--- src/rtl/fetch_predict_pkg.sv ---
// Shared types for the fetch stage: BTB entry, direction counter, IF/ID bundle.
// Struct fields use fixed maximum widths so one package serves every
// parameterisation. Modules use only the low PC_W / INSTR_W bits and keep
// PC_W <= PC_MAX_W and INSTR_W <= INSTR_MAX_W.
package fetch_predict_pkg;

  localparam int PC_MAX_W    = 32;
  localparam int INSTR_MAX_W = 32;

  typedef enum logic [1:0] {
    SNT = 2'b00,
    WNT = 2'b01,
    WT  = 2'b10,
    ST  = 2'b11
  } ctr_e;

  typedef struct packed {
    logic                valid;
    logic [PC_MAX_W-1:0] tag;
    logic [PC_MAX_W-1:0] target;
    ctr_e                ctr;
  } btb_entry_t;

  typedef struct packed {
    logic                   valid;
    logic [PC_MAX_W-1:0]    pc;
    logic [INSTR_MAX_W-1:0] instr;
    logic                   pred_taken;
    logic [PC_MAX_W-1:0]    pred_pc;
  } ifid_t;

  // Saturating 2-bit counter step toward the resolved direction.
  function automatic ctr_e ctr_step(input ctr_e c, input logic taken);
    ctr_e r;
    r = c;
    case (c)
      SNT: r = taken ? WNT : SNT;
      WNT: r = taken ? WT  : SNT;
      WT:  r = taken ? ST  : WNT;
      ST:  r = taken ? ST  : WT;
      default: r = WNT;
    endcase
    return r;
  endfunction

endpackage

--- src/rtl/fetch_predict_btb_table.sv ---
// Direct-mapped BTB: combinational lookup port, synchronous training port.
// A lookup to the index being trained sees the old entry (no bypass).
module btb_table
  import fetch_predict_pkg::*;
#(
  parameter int PC_W        = 16,
  parameter int INSTR_BYTES = 2,
  parameter int ENTRIES     = 16
) (
  input  logic            clk,
  input  logic            reset_n,
  input  logic [PC_W-1:0] lk_pc,
  output logic            lk_taken,
  output logic [PC_W-1:0] lk_target,
  input  logic            upd_valid,
  input  logic [PC_W-1:0] upd_pc,
  input  logic            upd_taken,
  input  logic [PC_W-1:0] upd_target
);

  localparam int OFF_W = $clog2(INSTR_BYTES);
  localparam int IDX_W = $clog2(ENTRIES);
  localparam int TAG_W = PC_W - IDX_W - OFF_W;
  localparam btb_entry_t RST_ENTRY = '{valid: 1'b0, tag: '0, target: '0, ctr: WNT};

  btb_entry_t mem [ENTRIES];

  logic [IDX_W-1:0] lk_idx, up_idx;
  logic [TAG_W-1:0] lk_tag, up_tag;
  btb_entry_t       lk_e, up_e, up_nxt;
  logic             lk_hit, up_hit, up_we;

  assign lk_idx = lk_pc[IDX_W+OFF_W-1:OFF_W];
  assign lk_tag = lk_pc[PC_W-1:IDX_W+OFF_W];
  assign up_idx = upd_pc[IDX_W+OFF_W-1:OFF_W];
  assign up_tag = upd_pc[PC_W-1:IDX_W+OFF_W];
  assign lk_e   = mem[lk_idx];
  assign up_e   = mem[up_idx];

  assign lk_hit    = lk_e.valid && (lk_e.tag[TAG_W-1:0] == lk_tag);
  assign lk_taken  = lk_hit && ((lk_e.ctr == WT) || (lk_e.ctr == ST));
  assign lk_target = lk_e.target[PC_W-1:0];
  assign up_hit    = up_e.valid && (up_e.tag[TAG_W-1:0] == up_tag);

  // Offset bits and the wide upper struct bits carry no information here.
  logic unused_bits;
  assign unused_bits = ^{lk_e, up_e, lk_pc, upd_pc};

  // Training: adjust counter on hit, allocate on a taken miss.
  always_comb begin
    up_we  = 1'b0;
    up_nxt = up_e;
    if (upd_valid) begin
      if (up_hit) begin
        up_we      = 1'b1;
        up_nxt.ctr = ctr_step(up_e.ctr, upd_taken);
        if (upd_taken) up_nxt.target = PC_MAX_W'(upd_target);
      end else if (upd_taken) begin
        up_we         = 1'b1;
        up_nxt.valid  = 1'b1;
        up_nxt.tag    = PC_MAX_W'(up_tag);
        up_nxt.target = PC_MAX_W'(upd_target);
        up_nxt.ctr    = WT;
      end
    end
  end

  // Storage; reset invalidates every entry and drops any same-cycle update.
  always_ff @(posedge clk) begin
    if (!reset_n) begin
      for (int i = 0; i < ENTRIES; i++) mem[i] <= RST_ENTRY;
    end else if (up_we) begin
      mem[up_idx] <= up_nxt;
    end
  end

endmodule

--- src/rtl/fetch_predict.sv ---
// Fetch stage: PC register, next-PC select (redirect > stall > BTB > +N)
// and the IF/ID register with prediction metadata.
module fetch_predict
  import fetch_predict_pkg::*;
#(
  parameter int              PC_W        = 16,
  parameter int              INSTR_W     = 16,
  parameter int              INSTR_BYTES = 2,
  parameter int              BTB_ENTRIES = 16,
  parameter logic [PC_W-1:0] RESET_PC    = '0
) (
  input  logic               clk,
  input  logic               reset_n,
  input  logic               i_stall,
  input  logic               i_redirect,
  input  logic [PC_W-1:0]    i_redirect_pc,
  input  logic               i_upd_valid,
  input  logic [PC_W-1:0]    i_upd_pc,
  input  logic               i_upd_taken,
  input  logic [PC_W-1:0]    i_upd_target,
  output logic [PC_W-1:0]    o_imem_addr,
  input  logic [INSTR_W-1:0] i_imem_rddata,
  output logic               o_ifid_valid,
  output logic [PC_W-1:0]    o_ifid_pc,
  output logic [INSTR_W-1:0] o_ifid_instr,
  output logic               o_ifid_pred_taken,
  output logic [PC_W-1:0]    o_ifid_pred_pc
);

  logic [PC_W-1:0] pc_q, pc_d, seq_pc, fetch_next, lk_target;
  logic            lk_taken;
  ifid_t           ifid_q;

  btb_table #(
    .PC_W       (PC_W),
    .INSTR_BYTES(INSTR_BYTES),
    .ENTRIES    (BTB_ENTRIES)
  ) u_btb (
    .clk       (clk),
    .reset_n   (reset_n),
    .lk_pc     (pc_q),
    .lk_taken  (lk_taken),
    .lk_target (lk_target),
    .upd_valid (i_upd_valid),
    .upd_pc    (i_upd_pc),
    .upd_taken (i_upd_taken),
    .upd_target(i_upd_target)
  );

  assign seq_pc     = pc_q + PC_W'(INSTR_BYTES);
  assign fetch_next = lk_taken ? lk_target : seq_pc;

  // Next PC: redirect wins over stall, stall over the predicted path.
  always_comb begin
    pc_d = fetch_next;
    if (i_redirect)   pc_d = i_redirect_pc;
    else if (i_stall) pc_d = pc_q;
  end

  // PC register.
  always_ff @(posedge clk) begin
    if (!reset_n) pc_q <= RESET_PC;
    else          pc_q <= pc_d;
  end

  // IF/ID: redirect inserts a bubble, stall holds, otherwise capture fetch.
  always_ff @(posedge clk) begin
    if (!reset_n) begin
      ifid_q <= '0;
    end else if (i_redirect) begin
      ifid_q.valid <= 1'b0;
    end else if (!i_stall) begin
      ifid_q.valid      <= 1'b1;
      ifid_q.pc         <= PC_MAX_W'(pc_q);
      ifid_q.instr      <= INSTR_MAX_W'(i_imem_rddata);
      ifid_q.pred_taken <= lk_taken;
      ifid_q.pred_pc    <= PC_MAX_W'(fetch_next);
    end
  end

  logic unused_ifid;
  assign unused_ifid = ^ifid_q;

  assign o_imem_addr       = pc_q;
  assign o_ifid_valid      = ifid_q.valid;
  assign o_ifid_pc         = ifid_q.pc[PC_W-1:0];
  assign o_ifid_instr      = ifid_q.instr[INSTR_W-1:0];
  assign o_ifid_pred_taken = ifid_q.pred_taken;
  assign o_ifid_pred_pc    = ifid_q.pred_pc[PC_W-1:0];

endmodule

--- config.mk ---
export PLATFORM = sky130hd
export DESIGN_NAME = fetch_predict
export DESIGN_NICKNAME = d
export VERILOG_FILES = /design/src/rtl/fetch_predict_pkg.sv /design/src/rtl/fetch_predict_btb_table.sv /design/src/rtl/fetch_predict.sv
export SDC_FILE = /design/constraint.sdc
export NUM_CORES = 1
export LEC_CHECK = 0
export CORE_AREA = 2 2 295 180
export CTS_CLUSTER_DIAMETER = 40
export DETAILED_ROUTE_END_ITERATION = 12
export DIE_AREA = 0 0 297 182
export PLACE_DENSITY = 0.73
export SLEW_MARGIN = 15
export SYNTH_ARGS = -nofsm -noshare
export SYNTH_HDL_FRONTEND = slang
export SYNTH_SLANG_ARGS = --single-unit
--- constraint.sdc ---
create_clock -name clk -period 5.2 [get_ports clk]
set_input_delay 0.52 -clock clk [delete_from_list [all_inputs] [get_ports clk]]
set_output_delay 0.52 -clock clk [all_outputs]
set_load 0.02 [all_outputs]
# After elaboration in Yosys (flattened, before gate mapping)

Memories as Yosys holds them, arrays and structs flattened. A register that Yosys moved wholly into a read port is not among the register bits.
Cells that the tools add are included.

Bits in read-only memories: 0
Output and inout bits: 66
Memories kept: 1
Bits in registers: 66
Word-level logic and storage cells: 52
Bits in latches: 0
Bits of input ports: 70
Bits in writable memories: 1072

Mux-type cells: 25
Magnitude comparators: 0
Multiply operators: 0
Divide/modulo/power cells: 0
Bitwise gates (word level): 3
Add/sub/neg operators: 1
Reductions and logical operators: 8
Shift operators: 0
Equality and inequality tests: 8

Memory list:

| memory    | depth | width | rd ports | clocked after Yosys merged registers in | wr ports | RTL line                      | text |
|---|---|---|---|---|---|---|---|
| u_btb.mem | 16    | 67    | 2        | 1                                       | 16       | fetch_predict_btb_table.sv:26 | `btb_entry_t mem [ENTRIES];` |

Operator list:

| kind                                                   | count |
|---|---|
| two-way mux 67 bit                                     | 3 |
| OR reduction 67 bit                                    | 1 |
| two-way mux 16 bit                                     | 3 |
| two-way mux 34 bit                                     | 1 |
| two-way mux 33 bit                                     | 1 |
| two-way mux 32 bit                                     | 1 |
| equality test 11 bit                                   | 2 |
| adder 16 x 2 -> 16 bit (second input constant)         | 1 |
| two-way mux 4 bit                                      | 3 |
| two-way mux 1 bit                                      | 10 |
| equality test 2 bit (second input constant)            | 4 |
| one-hot mux 2 bit (4 select lines)                     | 1 |
| two-way mux 2 bit                                      | 2 |
| logical AND 1 bit                                      | 3 |
| inverter 1 bit                                         | 3 |
| equality test 2 x 1 -> 1 bit (second input constant)   | 1 |
| logical NOT 2 bit                                      | 1 |
| inequality test 2 x 1 -> 1 bit (second input constant) | 1 |
| AND reduction 2 bit                                    | 1 |
| OR reduction 2 bit                                     | 1 |
| logical OR 1 bit                                       | 1 |

# Longest topological paths before layout

Gate-level depths: netlist of run 1.
An unclocked memory read counts as a cell.

Depth in word-level cells: 10
Mapped depth: 14
Depth with buffers taken out: 9

# By module

A second synthesis of run 1 with hierarchy kept.

Cells, all modules: 2052
Area, all modules: 28387.2 µm²

By module, submodules not included:

| module        | cells an instance | sequential area each (µm²) | times used | area an instance (µm²) |
|---|---|---|---|---|
| btb_table     | 1644              | 14413.8                    | 1          | 25131.6 |
| fetch_predict | 408               | 1321.3                     | 1          | 3255.6 |

# Worst setup path before layout of run 1

Ideal clock, no wire load.

Path type: input to register
Start: input port i_upd_pc[1]
End: memory u_btb.mem[4][0] (netlist bit), enable pin
Library setup time: 387 ps
Buffers on the path: 4
Required time: 4813 ps
Arrival: 3852 ps
Cell stages on the path: 13
Slack: 961 ps
Path through: buf_6 > buf_6 > mux4_2 > a22oi_1 > nand3_1 > xnor2_1 > o2111ai_1 > o41a_1 > or3_1 > or2_1 > buf_2 > buf_6 > nand2_1

RTL lines:

| element         | RTL line                      | text |
|---|---|---|
| start, declared | fetch_predict.sv:18           | `input logic [PC_W-1:0] i_upd_pc,` |
| end, declared   | fetch_predict_btb_table.sv:26 |  |

==> impl_results.rst, run 1 <==
.. list-table::
   :header-rows: 1

   * - Metric
     - Value
   * - Result of the run
     - finished, final reports clean
   * - # diodes
     - 0
   * - Via count of the first global-routing pass
     - 19.5k
   * - Cell mode on critical path
     - sky130_fd_sc_hd__buf_4
   * - Post-synth top area share
     - 0.516
   * - Post-synthesis cell count
     - 2090
   * - Number of buffers added for setup after CTS
     - 0
   * - Die Wd
     - 297 um
   * - Number of nets in the layout
     - 2286
   * - Number of iterations in the first detailed-routing pass
     - 6
   * - Design internal power
     - 7.91 mW
   * - Global-route wire length before repair
     - 131000 um
   * - Classification of the worst-slack hold path
     - primary input to flip-flop
   * - Count of final hold-check violations
     - 0
   * - Avg Cell Area, Syn
     - between 10 and 15 um^2
   * - Comb power frac
     - 0.137
   * - Final setup fails
     - 0
   * - Cts hold-fix bufs
     - 0
   * - CTS max path bufs
     - 3
   * - Fin crit share
     - 0.875
   * - Syn. warnings
     - 0
   * - Seq/Total Area, Yosys
     - 0.566
   * - Number of synthesized register bits
     - 550
   * - Top post-synthesis cells by area
     - sky130_fd_sc_hd__edfxtp_1 52%, sky130_fd_sc_hd__mux4_2 18%, sky130_fd_sc_hd__nor2_1 6.3%
   * - Net Switching
     - 2.78 mW
   * - Starting Density
     - 0.540
   * - Post-synthesis net count
     - 2161
   * - Share of power burned in the clock network
     - 0.386
   * - H-tree depth
     - 2
   * - Critical path class
     - flip-flop to flip-flop
   * - Overall track demand over capacity in global routing
     - 0.335
   * - Clock latency reported for the late side of the worst-skew pair
     - approximately 0.61 ns
   * - Final number of max-transition violations
     - 0
   * - Die Footprint
     - 54100 um^2
   * - Slowest stage cell, crit path
     - sky130_fd_sc_hd__dfxtp_2
   * - Number of standard cells in the layout, taps in and fillers out
     - 2962
   * - Clk_skew
     - 0.0290 ns
   * - TritonCTS clock tree
     - done
   * - Unrepaired setup endpoints after global routing
     - false
   * - Placed insts
     - between 2k and 3k
   * - Antenna violations before repair
     - 0
   * - Die Span Y
     - between 150 and 200 um
   * - Post-cts resize count
     - 0
   * - Standard cell core area
     - 51700 um^2
   * - Non-Filler Cell Area, Final
     - 32200 um^2
   * - Proportion of layout cells with a drive suffix above 1
     - 0.227
   * - Sum of net half-perimeters after detailed placement
     - 57600 um
   * - Fmax
     - around 220 MHz
   * - Synth-to-Final Area Change
     - 15.3%
   * - Arrival time of the worst setup path
     - 5.00 ns
   * - Utilization after layout
     - 0.623
   * - Final weighted congestion in routability-driven placement
     - 0.927
   * - Post-DRT Antenna Nets
     - 0
   * - Chain of cells forming the critical path
     - buf_4 -> mux2_2 -> o22ai_1 -> a211oi_1 -> xor2_1 -> nor4_1 -> nand4_1 -> nor2_2 -> buf_4 -> mux2i_1 -> o21ai_0
   * - Async set-or-reset flop fraction in the synthesized netlist
     - 0
   * - Count of flip-flops with a built-in enable after synthesis
     - 480
   * - Post-layout minimum cycle time
     - 4.55 ns
   * - Netlist cell types
     - 60
   * - Slew @ Worst Pin
     - around 1 ns
   * - Number of port buffers
     - 134
   * - Final total power
     - 10.7 mW
   * - Relative slew margins
     - 0.338
   * - Post-detailed-routing wire length
     - 90600 um
   * - Worst hold slack
     - approximately 0.42 ns
   * - Critical Path Fanout Max
     - 26
   * - Post-synth top flop
     - sky130_fd_sc_hd__edfxtp_1
   * - Number of clock buffers inserted by TritonCTS
     - 55
   * - Worst Slack Setup Final
     - 0.648 ns
   * - Number of maximum-capacitance violations
     - 0
   * - Cell types with the highest counts after synthesis
     - 480 x sky130_fd_sc_hd__edfxtp_1, 472 x sky130_fd_sc_hd__nor2_1, 227 x sky130_fd_sc_hd__mux4_2
   * - Count of routing violations after the opening detailed-route iteration
     - 3001
   * - Clock slew seen by the registers of the worst setup and hold paths
     - 0.07 ns
   * - IR Drop Worst-Case VDD
     - 273 uV
   * - Clock sink count
     - 550
   * - Seq pwr share
     - 0.478
   * - Pwr Density
     - around 330 nW/um^2
   * - Crit path capture type
     - flip-flop
   * - Setup WS pre-CTS
     - 0.590 ns
   * - Max incr delay on CP
     - 0.87 ns
   * - Via count of the routed design
     - 19.9k
   * - Pin count of the biggest net entering global routing
     - 46
   * - Leakage power total
     - roughly 11 nW
   * - Placed cell areas
     - 30400 um^2
   * - Crit path launch type
     - flip-flop
   * - WL/cell
     - between 30 and 40 um
   * - Netlist area before placement
     - around 28000 um^2
   * - Root buffer cell
     - sky130_fd_sc_hd__clkbuf_16
   * - Number of I/O pins
     - roughly 140
   * - Area leader, netlist
     - sky130_fd_sc_hd__edfxtp_1
   * - Remaining DRCs
     - 0
   * - Cell Rows
     - 65
   * - Switching part of the total
     - 0.260
   * - CP required
     - approximately 5.7 ns
   * - Vias per std cell
     - 6.73
   * - Global-route congestion overflow total
     - 0
   * - Cell with the most instances after synthesis
     - sky130_fd_sc_hd__edfxtp_1
   * - Total negative setup slack
     - 0 ns
cell usage in the layout, fill, tap and decap left out, types with 5 or more instances in the layout:
| cell | synthesis | layout |
|---|---|---|
| sky130_fd_sc_hd__edfxtp_1 | 480 | 480 |
| sky130_fd_sc_hd__nor2_1 | 472 | 471 |
| sky130_fd_sc_hd__mux4_2 | 227 | 227 |
| sky130_fd_sc_hd__clkdlybuf4s50_1 | 0 | 129 |
| sky130_fd_sc_hd__nand2_1 | 141 | 124 |
| sky130_fd_sc_hd__buf_4 | 10 | 118 |
| sky130_fd_sc_hd__mux2i_1 | 108 | 108 |
| sky130_fd_sc_hd__dfxtp_1 | 70 | 67 |
| sky130_fd_sc_hd__clkbuf_16 | 0 | 58 |
| sky130_fd_sc_hd__nand3_1 | 42 | 42 |
| sky130_fd_sc_hd__o21ai_0 | 41 | 41 |
| sky130_fd_sc_hd__a21boi_0 | 34 | 34 |
| sky130_fd_sc_hd__inv_1 | 27 | 27 |
| sky130_fd_sc_hd__mux2_2 | 23 | 23 |
| sky130_fd_sc_hd__xnor2_1 | 19 | 19 |
| sky130_fd_sc_hd__nand2b_1 | 18 | 18 |
| sky130_fd_sc_hd__nand2_2 | 0 | 17 |
| sky130_fd_sc_hd__a31oi_1 | 16 | 16 |
| sky130_fd_sc_hd__a22oi_1 | 15 | 15 |
| sky130_fd_sc_hd__a21oi_1 | 15 | 15 |
| sky130_fd_sc_hd__buf_12 | 0 | 14 |
| sky130_fd_sc_hd__o22ai_1 | 12 | 12 |
| sky130_fd_sc_hd__nor2_2 | 12 | 12 |
| sky130_fd_sc_hd__xor2_1 | 11 | 11 |
| sky130_fd_sc_hd__or2_1 | 8 | 11 |
| sky130_fd_sc_hd__or3_1 | 10 | 10 |
| sky130_fd_sc_hd__nor3_1 | 9 | 9 |
| sky130_fd_sc_hd__clkbuf_1 | 93 | 9 |
| sky130_fd_sc_hd__nor2b_1 | 6 | 6 |
| sky130_fd_sc_hd__nand3b_1 | 6 | 6 |
| sky130_fd_sc_hd__inv_6 | 0 | 6 |
| sky130_fd_sc_hd__clkinv_2 | 0 | 6 |
| sky130_fd_sc_hd__a22o_1 | 5 | 5 |
| sky130_fd_sc_hd__or2_2 | 4 | 5 |
| sky130_fd_sc_hd__a221oi_1 | 5 | 5 |
| sky130_fd_sc_hd__clkbuf_8 | 0 | 5 |
| sky130_fd_sc_hd__clkinv_1 | 0 | 5 |
power by group through the flow:
| stage | logic, mW | registers (mW) | clock network (mW) |
|---|---|---|---|
| CTS | 1.43 | 5.10 | 4.14 |
| finish | 1.46 | 5.11 | 4.12 |
| floorplan | 0.889 | 5.14 | 0 |
| detailed placement | 1.42 | 5.19 | 0 |
| global route | 1.52 | 5.12 | 4.29 |
| global placement | 1.39 | 5.18 | 0 |
per-layer routing:
metal,part of all wire,global-route usage,up-vias
met1,0.37,0.473,10000
li1,-,-,8067
met4,0.032,0.102,0
met5,0,0,-
met2,0.43,0.477,1638
met3,0.17,0.137,226
logic make-up after synthesis:
family / after synthesis / synth area share
buffers and inverters: 225 / 0.0390
AOI/OAI and AO/OA: 176 / 0.0430
DFF: 550 / 0.566
xor gates and xnor gates: 30 / 0.00940
muxes: 358 / 0.231
adders and majority gates: 2 / 0.000806
and+or+nand+nor: 749 / 0.111
worst max-delay path, delay by kind of cell, from the launching register on:
| kind | cells | cell delay (ns) |
|---|---|---|
| compound gates | 3 | 0.74 |
| xor+xnor | 1 | 0.13 |
| buf+inv | 2 | 0.73 |
| flops | 1 | 0.87 |
| mux | 2 | 0.48 |
| simple gates | 3 | 1.41 |
final cells by class:
class,instances,area [um^2]
clock inverter,29,293
inverter,27,101
fill,3839,19500
sequential,550,15800
timing repair buffer,266,2490
multi-input combinational,1315,11100
tap,703,880
clock buffer,72,1550
final timing paths:
check	from	end	slack, ns	depth (start not counted)
worst min-delay path	reset_n	o_ifid_instr[0]	0.42	2
worst max register to register	flip-flop	o_ifid_pred_pc[8]	0.65	11
worst min register to register	o_ifid_pc[3]	o_ifid_pc[3]	0.46	2
worst max-delay path	flip-flop	o_ifid_pred_pc[8]	0.65	11
sequential cells by signal, indices dropped and copies added, names as in the netlist, named ones only:
signal and cells:
u_btb.mem 480, o_ifid_instr 16, o_ifid_pc 16, o_ifid_pred_pc 16
o_imem_addr 16, o_ifid_pred_taken 1, o_ifid_valid 1
(Power assumes the default switching activity.)
==> run 2: changes to the inputs <==
--- a/config.mk
+++ b/config.mk
@@ -5,6 +5,7 @@
 export SDC_FILE = /design/constraint.sdc
 export NUM_CORES = 1
 export LEC_CHECK = 0
+export CAP_MARGIN = 10
 export CORE_AREA = 2 2 295 180
 export CTS_CLUSTER_DIAMETER = 40
 export DETAILED_ROUTE_END_ITERATION = 12
==> constraint.sdc (replaced) <==
create_clock -name clk -period 4.84 [get_ports clk]
set_input_delay 0.484 -clock clk [delete_from_list [all_inputs] [get_ports clk]]
set_output_delay 0.484 -clock clk [all_outputs]
set_load 0.02 [all_outputs]
==> run 2 against run 1 <==
Compared with the run above:
- first-iteration DRC count up 15%
- cell count up 0.41%
- register-to-register slack got worse by 0.24 ns
- sequential share of layout area decreased by 0.44 points
- clock power up 2%
- sequential power is 7.2% higher
- flip-flop and latch count unchanged
- hold slack better by 0.018 ns
- clock skew is 0.0029 ns lower
- via count up 1.2%
==> impl_results.rst, run 2 (synthesis gave the netlist of run 1 again) <==
.. list-table::
   :header-rows: 1

   * - Metric
     - Value
   * - Sequential cell area in the final layout
     - 15800 um^2
   * - Critical Path Fanout Max
     - 25
   * - Post-cts resize count
     - 0
   * - Slack of the worst reg-to-reg path
     - 0.41 ns
   * - TritonCTS clock tree
     - done
   * - Remaining DRCs
     - 0
   * - Number of buffers and inverters on the critical path
     - 2
   * - Sum of net half-perimeters after detailed placement
     - 59400 um
   * - Pwr Density
     - 348 nW/um^2
   * - Cts hold-fix bufs
     - 0
   * - Die Footprint
     - approximately 54000 um^2
   * - Post-DRT Antenna Nets
     - 0
   * - Synth-to-Final Area Change
     - 16.4%
   * - Standard cell core area
     - around 52000 um^2
   * - Final setup fails
     - 0
   * - Final number of max-transition violations
     - 0
   * - Die Span Y
     - 182 um
   * - Critical path class
     - flip-flop to flip-flop
   * - Non-Filler Cell Area, Final
     - 32500 um^2
   * - Arrival time of the worst setup path
     - a little under 5 ns
   * - Most common cell after layout, fill and taps aside
     - sky130_fd_sc_hd__edfxtp_1
   * - Number of clock buffers inserted by TritonCTS
     - 52
   * - Proportion of layout cells with a drive suffix above 1
     - 0.230
   * - Clock latency reported for the late side of the worst-skew pair
     - roughly 0.6 ns
   * - Global-route congestion overflow total
     - 0
   * - Chain of cells forming the critical path
     - mux4_2 -> mux2i_1 -> mux2i_1 -> xnor2_1 -> nor4_1 -> nand4_1 -> buf_4 -> nor2_2 -> buf_4 -> mux2i_1 -> o21ai_0
   * - Number of I/O pins
     - 136
   * - Cell mode on critical path
     - sky130_fd_sc_hd__mux2i_1
   * - Overall track demand over capacity in global routing
     - 0.342
   * - Clock slew seen by the registers of the worst setup and hold paths
     - ~0.07 ns
   * - Number of iterations in the first detailed-routing pass
     - 6
   * - Clock sink count
     - 550
   * - Fmax
     - 226 MHz
   * - Starting Density
     - 0.540
   * - Number of nets in the layout
     - 2298
   * - Via count of the first global-routing pass
     - ~20k
   * - Count of final hold-check violations
     - 0
   * - Number of cells traversed by the worst register-to-register path
     - 11
   * - Max incr delay on CP
     - 0.87 ns
   * - Highest-count cells in the layout ignoring fill and taps
     - 480 x sky130_fd_sc_hd__edfxtp_1, 471 x sky130_fd_sc_hd__nor2_1, 227 x sky130_fd_sc_hd__mux4_2, 129 x sky130_fd_sc_hd__clkdlybuf4s50_1, 124 x sky130_fd_sc_hd__nand2_1
   * - Slew @ Worst Pin
     - 1.10 ns
   * - Final weighted congestion in routability-driven placement
     - ~0.9
   * - Classification of the worst-slack hold path
     - primary input to flip-flop
   * - Largest register by flop count
     - u_btb.mem
   * - Pin count of the biggest net entering global routing
     - 53
   * - Fin crit share
     - 0.915
   * - Post-detailed-routing wire length
     - 92300 um
   * - Die Wd
     - 297 um
   * - Largest register FFs
     - 480
   * - Hold Startpoint
     - i_imem_rddata[8]
   * - Relative slew margins
     - 0.266
   * - Cell Rows
     - 65
   * - Number of buffers added for setup after CTS
     - 0
   * - Capture endpoint of the worst hold path
     - o_ifid_instr[8]
   * - Crit path launch type
     - flip-flop
   * - Hold depth
     - 3
   * - Result of the run
     - finished, final reports clean
   * - Placed cell areas
     - 30800 um^2
   * - # diodes
     - 0
   * - Final total power
     - 11.3 mW
   * - Vias per std cell
     - 6.79
   * - Post-layout minimum cycle time
     - between 4 and 5 ns
   * - Area taken by multi-input logic gates
     - 11100 um^2
   * - Number of maximum-capacitance violations
     - 0
   * - Cell family with most CP delay
     - multiplexers
   * - Via count of the routed design
     - 20.2k
   * - Count of routing violations after the opening detailed-route iteration
     - 3439
   * - Clk_skew
     - about 0.026 ns
   * - Number of port buffers
     - 134
   * - Crit path capture type
     - flip-flop
   * - CP required
     - between 5 and 6 ns
   * - Leakage power total
     - 11.4 nW
   * - Total negative setup slack
     - 0 ns
   * - Unrepaired setup endpoints after global routing
     - false
   * - Global-route wire length before repair
     - 134000 um
   * - Slowest stage cell, crit path
     - sky130_fd_sc_hd__dfxtp_2
   * - Antenna violations before repair
     - 0
   * - Count of fill cells added during filler insertion
     - 3843
   * - WL/cell
     - 31.0 um
   * - CTS max path bufs
     - 3
   * - Root buffer cell
     - sky130_fd_sc_hd__clkbuf_16
   * - H-tree depth
     - 2
   * - IR Drop Worst-Case VDD
     - between 200 and 300 uV
## run 2: layout make-up
class | instances | area share
Clock inverter | 33 | 0.00873
Multi-Input combinational cell | 1315 | 0.341
Clock buffer | 65 | 0.0450
Sequential cell | 550 | 0.486
Inverter | 27 | 0.00312
Tap cell | 703 | 0.0270
Timing Repair Buffer | 281 | 0.0886
## run 2: per-stage QoR
| stage | instances | setup WS (ns) | util | hold WS [ns] |
|---|---|---|---|---|
| after floorplan | 2090 | 0.637 | - | 0.522 |
| after global placement | 2876 | 0.355 | 0.595 | 0.441 |
| after detailed placement | 2876 | 0.309 | 0.595 | 0.448 |
| after CTS | 2974 | 0.657 | 0.629 | 0.428 |
| after global routing | 2974 | 0.449 | 0.629 | 0.452 |
| final | 2974 | 0.411 | 0.629 | 0.441 |
## run 2: worst max path at each step
| stage | startpoint | to | slack, ns | cells past startpoint |
|---|---|---|---|---|
| 2_1_floorplan | i_upd_pc[1] | u_btb.mem[4][0] | 0.64 | 13 |
| 3_3_place_gp | i_upd_pc[1] | u_btb.mem[0][36] | 0.35 | 12 |
| 3_5_place_dp | i_upd_pc[2] | u_btb.mem[0][39] | 0.31 | 13 |
| 4_1_cts | flip-flop | flip-flop | 0.66 | 11 |
| 5_1_grt | flip-flop | o_ifid_pred_pc[10] | 0.45 | 12 |
| 6_report | flip-flop | flip-flop | 0.41 | 11 |
## run 2: where the power goes
group          internal, mW  switching [mW]
logic                 0.692           0.927
clock network          2.33            1.89
registers              5.33           0.149
## run 2: per-layer routing
layer	global-route usage	vias up	share of wire
li1	-	8098	-
met1	0.512	10100	0.39
met2	0.477	1765	0.42
met3	0.112	219	0.16
met4	0.100	0	0.032
met5	0	-	0
## run 2: worst register-to-register path, stage by stage, from the launching register on
cell,delay (ns)
sky130_fd_sc_hd__dfxtp_2,0.87
sky130_fd_sc_hd__mux4_2,0.63
sky130_fd_sc_hd__mux2i_1,0.23
sky130_fd_sc_hd__mux2i_1,0.17
sky130_fd_sc_hd__xnor2_1,0.15
sky130_fd_sc_hd__nor4_1,0.79
sky130_fd_sc_hd__nand4_1,0.20
sky130_fd_sc_hd__buf_4,0.23
sky130_fd_sc_hd__nor2_2,0.07
sky130_fd_sc_hd__buf_4,0.19
sky130_fd_sc_hd__mux2i_1,0.43
sky130_fd_sc_hd__o21ai_0,0.25
